<file path="src/rtl/arith_pkg.sv">
// Shared arithmetic-datapath definitions: widths, divider state encoding
// and the full-adder cell used by the adder and subtractor.
package arith_pkg;

  localparam int W    = 16;
  localparam int ITER = 16;

  localparam logic [W-1:0] DIVZ_Q = 16'hFFFF;

  typedef enum logic [1:0] {
    IDLE = 2'd0,
    RUN  = 2'd1,
    FIN  = 2'd2
  } div_state_t;

  // Returns {carry_out, sum}.
  function automatic logic [1:0] fa(input logic x, input logic y, input logic ci);
    return {(x & y) | (ci & (x ^ y)), x ^ y ^ ci};
  endfunction

endpackage

</file>
<file path="src/rtl/csa_sub17.sv">
// 17-bit combinational subtractor: a + ~b + 1, built from 4-bit carry-select
// groups over the shared full-adder cell, plus a single top bit.
module csa_sub17
  import arith_pkg::*;
(
  input  logic [16:0] a,
  input  logic [16:0] b,
  output logic [16:0] diff
);

  logic [16:0] bn;
  logic [3:0]  s0, s1;
  logic [1:0]  fa0, fa1;
  logic        c0, c1, carry;

  assign bn = ~b;

  always_comb begin
    diff  = '0;
    s0    = '0;
    s1    = '0;
    fa0   = '0;
    fa1   = '0;
    carry = 1'b1;
    for (int g = 0; g < 4; g++) begin
      // Each group precomputes both carry-in cases; the incoming carry selects.
      c0 = 1'b0;
      c1 = 1'b1;
      for (int i = 0; i < 4; i++) begin
        fa0   = fa(a[4*g+i], bn[4*g+i], c0);
        fa1   = fa(a[4*g+i], bn[4*g+i], c1);
        s0[i] = fa0[0];
        s1[i] = fa1[0];
        c0    = fa0[1];
        c1    = fa1[1];
      end
      diff[4*g +: 4] = carry ? s1 : s0;
      carry          = carry ? c1 : c0;
    end
    diff[16] = a[16] ^ bn[16] ^ carry;
  end

endmodule

</file>
<file path="src/rtl/seq_div16.sv">
// Sequential 16-bit unsigned restoring divider with start/busy/done handshake.
//  state | meaning
//  IDLE  | waiting for start; results held
//  RUN   | 16 subtract-and-shift iterations, cnt 0..15
//  FIN   | one cycle, done = 1
module seq_div16
  import arith_pkg::*;
(
  input  logic         clk,
  input  logic         rst_n,
  input  logic         start,
  input  logic [W-1:0] a,
  input  logic [W-1:0] b,
  output logic [W-1:0] q,
  output logic [W-1:0] r,
  output logic         busy,
  output logic         done,
  output logic         divz
);

  div_state_t  state, state_nxt;
  logic [3:0]  cnt;
  logic [15:0] d, v;
  logic [16:0] p;
  logic [16:0] t, diff;
  logic        qbit;
  logic [16:0] p_nxt;

  assign t     = {p[15:0], d[15]};
  assign qbit  = ~diff[16];
  assign p_nxt = qbit ? diff : t;

  csa_sub17 u_sub (
    .a    (t),
    .b    ({1'b0, v}),
    .diff (diff)
  );

  always_comb begin
    state_nxt = IDLE;
    case (state)
      IDLE: state_nxt = !start ? IDLE : ((b != '0) ? RUN : FIN);
      RUN:  state_nxt = (cnt == 4'(ITER - 1)) ? FIN : RUN;
      FIN:  state_nxt = IDLE;
      default: state_nxt = IDLE;
    endcase
  end

  always_ff @(posedge clk or negedge rst_n) begin
    if (!rst_n) state <= IDLE;
    else        state <= state_nxt;
  end

  always_ff @(posedge clk or negedge rst_n) begin
    if (!rst_n) begin
      cnt  <= '0;
      d    <= '0;
      v    <= '0;
      p    <= '0;
      q    <= '0;
      r    <= '0;
      divz <= 1'b0;
    end else begin
      case (state)
        IDLE: begin
          if (start && b != '0) begin
            d    <= a;
            v    <= b;
            p    <= '0;
            cnt  <= '0;
            divz <= 1'b0;
          end else if (start) begin
            q    <= DIVZ_Q;
            r    <= a;
            divz <= 1'b1;
          end
        end
        RUN: begin
          p   <= p_nxt;
          d   <= {d[14:0], qbit};
          cnt <= cnt + 4'd1;
          if (cnt == 4'(ITER - 1)) begin
            q <= {d[14:0], qbit};
            r <= p_nxt[15:0];
          end
        end
        default: ;
      endcase
    end
  end

  // Decoded from the state register only, so no input reaches these combinationally.
  assign busy = (state == RUN) || (state == FIN);
  assign done = (state == FIN);

endmodule

</file>
<file path="config.mk">
export PLATFORM = sky130hd
export DESIGN_NAME = seq_div16
export DESIGN_NICKNAME = d
export VERILOG_FILES = /design/src/rtl/arith_pkg.sv /design/src/rtl/csa_sub17.sv /design/src/rtl/seq_div16.sv
export SDC_FILE = /design/constraint.sdc
export NUM_CORES = 1
export LEC_CHECK = 0
export BUFFER_PORTS_ARGS = -buffer_cell sky130_fd_sc_hd__buf_2
export CAP_MARGIN = 20
export CORE_AREA = 5 5 136 73
export CTS_CLUSTER_DIAMETER = 80
export CTS_CLUSTER_SIZE = 12
export DETAILED_ROUTE_END_ITERATION = 6
export DIE_AREA = 0 0 141 78
export HOLD_SLACK_MARGIN = 0.12
export PLACE_DENSITY = 0.79
export SYNTH_ARGS = -nofsm -noshare
export SYNTH_HDL_FRONTEND = slang
export SYNTH_HIERARCHICAL = 1
export SYNTH_SLANG_ARGS = --single-unit
</file>
<file path="constraint.sdc">
create_clock -name clk -period 9.35 [get_ports clk]
set_input_delay 1.87 -clock clk [delete_from_list [all_inputs] [get_ports clk]]
set_output_delay 1.87 -clock clk [all_outputs]
set_load 0.02 [all_outputs]
</file>
* Yosys cells after proc, flatten, opt, wreduce, memory -nomap -nowiden
Cells that the tools add are included.
** Cells by class
- Multiplexer cells :: 27
- Bitwise gates (word level) :: 107
- Eq/ne operators :: 7
- Reductions and logical operators :: 10
- Add/sub/neg operators :: 1
** Operator list (count)
- 16-bit 2-to-1 mux :: 9
- 16-bit case mux with 2 select lines :: 4
- 1-bit bitwise XOR :: 39
- 1-bit bitwise AND :: 37
- 1-bit OR :: 25
- 16-bit NOT with 17-bit output :: 1
- 4-bit 2-to-1 mux :: 4
- 16-bit nonzero test :: 1
- 2-bit inequality test (second input constant) :: 4
- 4-bit case mux with 2 select lines :: 1
- 2-bit 2-to-1 mux :: 3
- 2-bit AND reduction :: 3
- 1-bit 2-to-1 mux :: 5
- 1-bit NOT :: 5
- 4-bit by 1-bit adder with 4-bit output (second input constant) :: 1
- 4-bit equality test (second input constant) :: 1
- 2-bit case mux with 2 select lines :: 1
- 4-bit AND reduction :: 1
- 2-bit nonzero test :: 2
- 2-bit by 1-bit equality test with 1-bit output (second input constant) :: 1
- 2-bit equality test (second input constant) :: 1
- 2-bit zero test :: 1
- 1-bit logical AND :: 1
- 1-bit logical OR :: 1
** Word-level totals
- Flip-flop bits (word level) :: 87
- Input bits :: 35
- Output and inout port bits :: 35
- Word-level logic and storage cells :: 160

* Longest topological paths before layout
Gate-level depths: netlist (run 1).
- Word-level depth :: 16
- Depth in mapped cells :: 29
- Mapped depth without buffers :: 27

* Cells and area by module
Netlist (run 1), hierarchy kept.
** Modules (own cells, without submodules)
- seq_div16 :: cells an instance 297, times used 1, sequential area each 2177.1 µm², area an instance 4080.2 µm²
- csa_sub17 :: cells an instance 63, times used 1, sequential area each 0.0 µm², area an instance 531.8 µm²

* Worst setup path after synthesis (run 1)
OpenSTA, ideal clock, no wires.
- Path type :: register to register
- From :: register d[15]
- To :: register r[14]
- Period minus slack after synthesis :: 6.573 ns
- Data required time :: 9.223 ns
- Buffers on the path :: 2
- Stages on the path, launching flop included :: 30
- Arrival :: 6.445 ns
- Setup time :: 0.127 ns
- Setup slack :: 2.777 ns
- Cells stage by stage :: dfrtp_1 > inv_1 > ha_1 > fa_1 > fa_1 > inv_1 > fa_1 > mux2i_1 > fa_1 > fa_1 > inv_1 > fa_1 > mux2i_1 > fa_1 > inv_1 > fa_1 > inv_1 > fa_1 > nor2_1 > a21oi_1 > fa_1 > fa_1 > fa_1 > xnor2_1 > xnor2_1 > buf_2 > buf_2 > mux2i_1 > a21oi_1 > mux2_1
** Between the ends
- Word-level cells in the longest chain between the ends :: 15
- Elaborated cells on any way between the ends :: 17
- Those cells by class :: mux (7); bitwise (10)
** Ends and longest elaborated chain
- start: declaration :: line seq_div16.sv:23 : logic [15:0] d, v;
- start signal: assignment :: line seq_div16.sv:80 : d <= {d[14:0], qbit};
- 1-bit bitwise AND or 1-bit bitwise XOR (tied branches)
- 1-bit OR * :: line arith_pkg.sv:18 : return {(x & y) | (ci & (x ^ y)), x ^ y ^ ci};
- 1-bit bitwise AND * :: line arith_pkg.sv:18
- 1-bit OR * :: line arith_pkg.sv:18
- 1-bit bitwise AND * :: line arith_pkg.sv:18
- 1-bit OR * :: line arith_pkg.sv:18
- 1-bit bitwise AND * :: line arith_pkg.sv:18
- 1-bit OR * :: line arith_pkg.sv:18
- 1-bit 2-to-1 mux * (3 in a row) :: line csa_sub17.sv:38 : carry = carry ? c1 : c0;
- 1-bit bitwise XOR * :: line csa_sub17.sv:40 : diff[16] = a[16] ^ bn[16] ^ carry;
- net diff[16] :: line seq_div16.sv:25 : logic [16:0] t, diff;
- 16-bit 2-to-1 mux * :: line seq_div16.sv:31 : assign p_nxt = qbit ? diff : t;
- 16-bit 2-to-1 mux * :: line seq_div16.sv:82 : if (cnt == 4'(ITER - 1)) begin
- 16-bit case mux with 2 select lines * :: line seq_div16.sv:64 : case (state)
- end signal: assignment :: line seq_div16.sv:84 : r <= p_nxt[15:0];
- end: declaration :: line seq_div16.sv:15 : output logic [W-1:0] r,
The timed path passes the listed nets; every way through them passes the cells marked *. The select of a mux whose other input is x is not followed.
A chain may end at the register's enable or synchronous reset.

* Worst setup path after layout (run 1)
- From :: register d[15]
- To :: register r[8]
The elaborated chain is that of the path after synthesis.

==> summary.txt, run 1 <==
Worst setup path
  • Largest delay share family, worst path: adder cells
  • Req. time, crit path: 9580 ps
  • Worst setup SP type: flip-flop
  • Critical path arrival: between 7000 and 8000 ps
  • Worst setup EP type: flip-flop
  • CP dominant cell by count: fa_1
  • Critical Path Slowest Stage Cell: fa_1
  • Critical path peak fanout: 11
  • Critical path's largest stage delay: approximately 400 ps
  • Buffers & Inverters on Critical Path: 6
  • Setup CP Type: reg2reg

Clock network
  • Clk root buf: clkbuf_16
  • CTS tree: yes
  • Clock transition at the registers of the reported paths: 70 ps
  • Worst-skew pair later-pin latency: about 350 ps
  • CTS H-tree lvls: 3
  • Post-CTS sizing: 0
  • Postcts setup bufs: 0
  • Post-CTS Hold Buffers: 0
  • CTS sink cnt: 87
  • Total CTS buffers: 9
  • Clk buf depth: 2

Floorplanning
  • Starting Density: a little over half
  • Rows: 24
  • Die Y: about 80 um
  • Die Wd: approximately 140 um
  • Die footprint: about 0.011 mm2
  • CORE AREA: roughly 0.0085 mm2
  • Ports: 70

Logic synthesis
  • Mean Syn Cell Area: roughly 13 um2
  • Post-synth net total: ~420
  • Sequential-to-total area share from yosys stat: 47.2%
  • Synth cell types: 42
  • Synth Area in Simple Gates: 5.97%
  • XOR/XNOR share of the synthesized area: 0.950%
  • Adder-Cell Fraction of Synth Area: between 8 and 9%
  • Cells after Synth: 360
  • Post-synthesis mux area share: about a fifth
  • Yosys reg bits: between 80 and 90
  • Largest family of logic cells by synthesized area: multiplexers
  • Prevailing post-synth register cell: dfrtp_1
  • Post-synth EDFFs: 0
  • Mapped Area: between 0.004 and 0.005 mm2
  • Async SR Flop Fraction: 100%
  • Compound-Gate Fraction of Synth Area: ~12%
  • Synth Warn #: 6

STA
  • Setup violations, final: 0
  • Worst slew pin tran: 1050 ps
  • Setup_tns: 0 ps
  • Fmax: 139 MHz
  • Fin. max-slew vios: 0
  • Final critical-path share of the clock period: 77.2%
  • Worst slew margin: 30.1%
  • Clk_skew: ~7 ps
  • Unrepaired setup endpoints after global routing: false
  • Clock period minus worst slack: 7220 ps
  • Final hold vios: 0

Global route
  • Global-route wire length before repair: around 17000 um
  • Global route total overflow: 0
  • Largest net degree at the start of global routing: between 80 and 90
  • Initial antenna violation count: 0
  • Vias in the first global route: 3087
  • Overall global routing resource usage: about a fifth

Final layout
  • # nets final: between 400 and 500
  • Area growth syn-to-layout: 16.0%
  • ANT cells: 0
  • Layout cells sized above 1: 35.4%

Routing
  • 1st-iter DRT viols: around 250
  • Number of vias per cell: about 5.4
  • WL final: slightly below 10000 um
  • DRC Markers: 0
  • First drt pass iteration count: 5
  • WL/cell: approximately 18 um
  • Vias after detailed routing: a little under 3000
  • DRT antenna net count: 0

Pwr
  • Pwr/cell area: between 400 and 500 mW/mm2
  • Worst VDD drop: around 180 uV
  • Total Power: between 2000 and 2500 uW
  • P_leak: ~0.0024 uW

Placement
  • IO buf count: 69
  • Gpl congestion: 0.827
  • Post-DP HPWL: 6890 um

Hold path
  • Hold Crit Class: reg2reg

Job
  • Max Cap Viol: 0

Run status
  • Status: complete, no violations
path summary, 6_finish.rpt:
path,depth (start not counted),slack (ps),endpoint,from
max,28,2130,r[8],d[15]
min,2,480,divz,divz
max in group asynchronous,2,7340,v[14],rst_n
min reg2reg,2,480,divz,divz
max reg2reg,28,2130,r[8],d[15]
min in group asynchronous,1,1380,d[1],rst_n
synthesized netlist by cell type, types with 2 or more instances:
library cell  instances  area (um2)
mux2_1               21         236
o21ai_0               3        15.0
xnor2_1               3        26.3
nand2_1               6        22.5
o2bb2ai_1             8        70.1
buf_4                 4        30.0
xor2_1                2        17.5
dfrtp_1              87        2180
nor4_4                4        85.1
buf_2                 8        40.0
mux2i_1              18         180
mux2_2               43         484
nand3_1               3        15.0
ha_1                 11         138
buf_6                 4        45.0
nor2_1               18        67.6
o22a_1               17         149
o31ai_1               2        15.0
clkbuf_1              2        7.51
nand2b_1              2        12.5
fa_1                 12         240
inv_1                38         143
a21oi_1              17        85.1
o2bb2ai_2             9         135
metrics by stage:
stage | utilization, % | cell area [um2] | instances | hold WS (ps) | setup WS (ps)
finish | 62.7 | 5350 | 549 | 480 | 2130
global route | 62.7 | 5350 | 549 | 508 | 1790
CTS | 62.4 | 5320 | 548 | 485 | 2150
detailed placement | 58.9 | 5020 | 532 | 471 | 2180
global placement | 58.9 | 5020 | 532 | 463 | 2400
floorplan | - | 4610 | 360 | 471 | 2780
report_power, final:
| part | switching [uW] | internal, uW |
|---|---|---|
| combinational | 727 | 613 |
| clock | 154 | 209 |
| sequential | 148 | 573 |
| total | 1030 | 1400 |
sequential cells by signal, summed over array words and instances (netlist names):
signal  flops
divz        1
r          16
p          16
cnt         4
q          16
state       2
v          16
d          16
final cells by class:
cell class	count	area, um2
clock buffer	10	229
clock inverter	6	67.6
fill	659	3180
inverter	38	143
multi-input combinational	217	2180
sequential	87	2180
tap	117	146
timing repair buffer	74	405
placed cells by master, fill, tap and decap left out, types with 2 or more instances in the layout:
cell type / netlist / routed
inv_6: 0 / 2
clkinvlp_4: 0 / 2
nor2_1: 18 / 18
xnor2_1: 3 / 2
mux2i_1: 18 / 18
o31ai_1: 2 / 2
mux2_1: 21 / 21
o2bb2ai_2: 9 / 9
nand3_1: 3 / 3
ha_1: 11 / 10
a21oi_1: 17 / 17
mux2_2: 43 / 43
buf_2: 8 / 68
inv_1: 38 / 38
o22a_1: 17 / 17
nor4_4: 4 / 4
nand2b_1: 2 / 2
o2bb2ai_1: 8 / 8
fa_1: 12 / 12
o21ai_0: 3 / 3
xor2_1: 2 / 2
dfrtp_1: 87 / 87
buf_4: 4 / 5
clkbuf_16: 0 / 9
nand2_1: 6 / 6
worst min-delay path, cell delays in order (launching register included):
cell     delay [ps]
dfrtp_1         340
nand2_1          40
o21ai_0          60
cells by family (layout without fill, tap and decap cells):
| group | count (synthesis) | count (layout) |
|---|---|---|
| AOI/OAI and AO/OA | 65 | 65 |
| xor gates and xnor gates | 5 | 5 |
| adders and majority gates | 23 | 23 |
| buffers and inverters | 56 | 128 |
| DFF | 87 | 87 |
| muxes | 82 | 82 |
| other | 1 | 1 |
| and+or+nand+nor | 41 | 41 |
per-layer routing:
layer	global-route usage [%]	wire [um]	vias up
met5	0	0	-
met4	5.22	108	0
met3	5.96	625	11
met2	27.1	4170	78
met1	29.7	4960	1480
li1	-	-	1400
(Power assumes the default switching activity.)
==> run 2, diff against run 1 <==
==> constraint.sdc (replaced) <==
create_clock -name clk -period 7.3 [get_ports clk]
set_input_delay 1.46 -clock clk [delete_from_list [all_inputs] [get_ports clk]]
set_output_delay 1.46 -clock clk [all_outputs]
set_load 0.02 [all_outputs]
==> run 2 against run 1 <==
Effect of this change: cell area fell by 0.58%; critical path depth is the same; critical path type unchanged; first-iteration DRC count down 17%; largest cell class unchanged; utilization down 0.37 points.
==> summary.txt, run 2 (synthesis gave the netlist of run 1 again) <==
Floorplanning
  • Rows: 24 (unchanged)
  • Die Wd: 141 um (unchanged)
  • Die Y: 78 um (unchanged)
  • Starting Density: 54.1% (unchanged)
  • Ports: 70 (unchanged)
  • CORE AREA: 0.00853 mm2 (unchanged)
  • Die footprint: 0.0110 mm2 (unchanged)

Clock network
  • CTS tree: yes
  • Post-CTS Hold Buffers: 0 (unchanged)
  • Total CTS buffers: 9 (unchanged)
  • CTS H-tree lvls: 3 (unchanged)
  • Worst-skew pair later-pin latency: 340 ps (about the same)
  • CTS sink cnt: 87 (unchanged)
  • Clk buf depth: 2 (unchanged)
  • Postcts setup bufs: 0 (unchanged)
  • Clk root buf: clkbuf_16
  • Post-CTS sizing: 0 (unchanged)
  • Clock transition at the registers of the reported paths: 60 ps (about the same)

Worst setup path
  • Critical path endpoint: r[10]
  • Reg-to-Reg End: r[10]
  • Critical path's largest stage delay: 410 ps (about the same)
  • Worst setup SP type: flip-flop
  • Worst setup EP type: flip-flop
  • Reg2Reg Launch Point: d[15]
  • Critical Path Slowest Stage Cell: fa_1
  • Setup CP Type: reg2reg
  • R2r setup slk: 590 ps (-1540 ps)
  • Critical path launch point: d[15]
  • Largest delay share family, worst path: adder cells
  • Stages on worst setup path: 28 (unchanged)
  • Buffers & Inverters on Critical Path: 6 (unchanged)
  • Critical path arrival: 6940 ps (-510 ps)
  • Critical path peak fanout: 9 (-2)
  • Req. time, crit path: 7530 ps (-2050 ps)
  • CP dominant cell by count: fa_1
  • Worst R2R Path Depth: 28 (unchanged)

Final layout
  • Most frequent cells in the layout: dfrtp_1 (87), buf_2 (68), mux2_2 (43)
  • Leading cell type in the layout, fill and taps excluded: dfrtp_1
  • Final core utilization: 62.3% (-0.37 points)
  • Seq. cell area: 0.00218 mm2 (unchanged)
  • Fillers: 701 (+6.4%)
  • Multi-input logic area: 0.00218 mm2 (unchanged)
  • ANT cells: 0 (unchanged)
  • # nets final: 485 (unchanged)
  • Area growth syn-to-layout: 15.3%
  • Post-route cell area: 0.00532 mm2 (-0.58%)
  • Layout cells sized above 1: 35.3% (-0.068 points)

Routing
  • 1st-iter DRT viols: 210 (-17%)
  • WL final: 9870 um (+0.15%)
  • DRT antenna net count: 0 (unchanged)
  • Routed wl met3: 524 um (-16%)
  • Vias after detailed routing: 3002 (+1.1%)
  • Max Used Layer: met4
  • DRC Markers: 0 (unchanged)
  • Met1 wire length: 4860 um (-1.9%)
  • First drt pass iteration count: 4 (-1)
  • WL/cell: 18.0 um (+0.52%)
  • Number of vias per cell: 5.49 (+1.5%)
  • DR WL met2: 4340 um (+4.1%)

Pwr
  • Worst VDD drop: 260 uV (+47%)
  • Clock power frac: 14.4% (-0.5 points)
  • Switching Power: 1320 uW (+28%)
  • Total Power: 3110 uW (+28%)
  • Pwr/cell area: 585 mW/mm2 (+29%)
  • Switching share of power: 42.3% (-0.080 points)
  • P_leak: 0.00237 uW (-0.41%)
  • Comb pwr share: 55.9% (+0.6 points)
  • Int Power: 1790 uW (+28%)
  • Power share of the sequential group: 29.6% (-0.2 points)

Global route
  • Overall global routing resource usage: 19.3% (-0.29 points)
  • Global-route wire length before repair: 16800 um (-0.49%)
  • Largest net degree at the start of global routing: 71 (-19%)
  • Global route total overflow: 0 (unchanged)
  • Vias in the first global route: 3256 (+5.5%)
  • Initial antenna violation count: 0 (unchanged)

STA
  • Clk_skew: 8.40 ps (+1.29 ps)
  • Worst slew pin tran: 1070 ps (+23.8 ps)
  • Worst slew margin: 28.5% (-1.6 points)
  • Fin. max-slew vios: 0 (unchanged)
  • Setup violations, final: 0 (unchanged)
  • Clock period minus worst slack: 6710 ps (-510 ps)
  • Fmax: 149 MHz (+7.6%)
  • Final critical-path share of the clock period: 91.9% (+15 points)
  • Setup_tns: 0 ps (unchanged)
  • Unrepaired setup endpoints after global routing: false
  • Final hold vios: 0 (unchanged)

Placement
  • Post-DP HPWL: 6930 um (+0.64%)
  • Dpl cell area: 0.00503 mm2 (+0.15%)
  • Gpl congestion: 0.812 (-1.7%)
  • IO buf count: 69 (unchanged)

Hold path
  • Hold Crit Class: reg2reg
  • Hold path depth: 1 (-1)

Job
  • Max Cap Viol: 0 (unchanged)

Run status
  • Status: complete, no violations
-- run 2: how the worst min path moves through the flow --
stage / startpoint / to
detailed placement: r[2] / r[2]
CTS: r[3] / r[3]
floorplan: d[11] / q[12]
global placement: divz / divz
global route: r[5] / r[5]
finish: r[13] / r[13]
-- run 2: metrics by stage --
step / setup slack [ps] / instances / hold WS (ps)
after floorplan: 727 / 360 / 471
after global placement: 747 / 533 / 463
after detailed placement: 610 / 533 / 477
after CTS: 586 / 547 / 492
after global routing: 157 / 547 / 502
final: 592 / 547 / 485
-- run 2: final cells by class --
class,instances,share of cell area [%]
Clock buffer,9,4.24
Clock inverter,5,1.13
Inverter,38,2.68
Multi-Input combinational cell,217,41.0
Sequential cell,87,41.0
Tap cell,117,2.75
Timing Repair Buffer,74,7.25
-- run 2: power groups by stage --
stage | clock, uW | sequential [uW] | combinational (uW)
after global placement | 0 | 917 | 1680
after global routing | 479 | 956 | 1920
after CTS | 457 | 921 | 1750
final | 449 | 922 | 1740
after floorplan | 0 | 974 | 1260
after detailed placement | 0 | 925 | 1720
-- run 2: layer usage --
layer  vias up  track usage, %
met5         -               0
met4         0            5.42
li1       1398               -
met1      1537            27.4
met3        13            6.02
met2        54            28.8
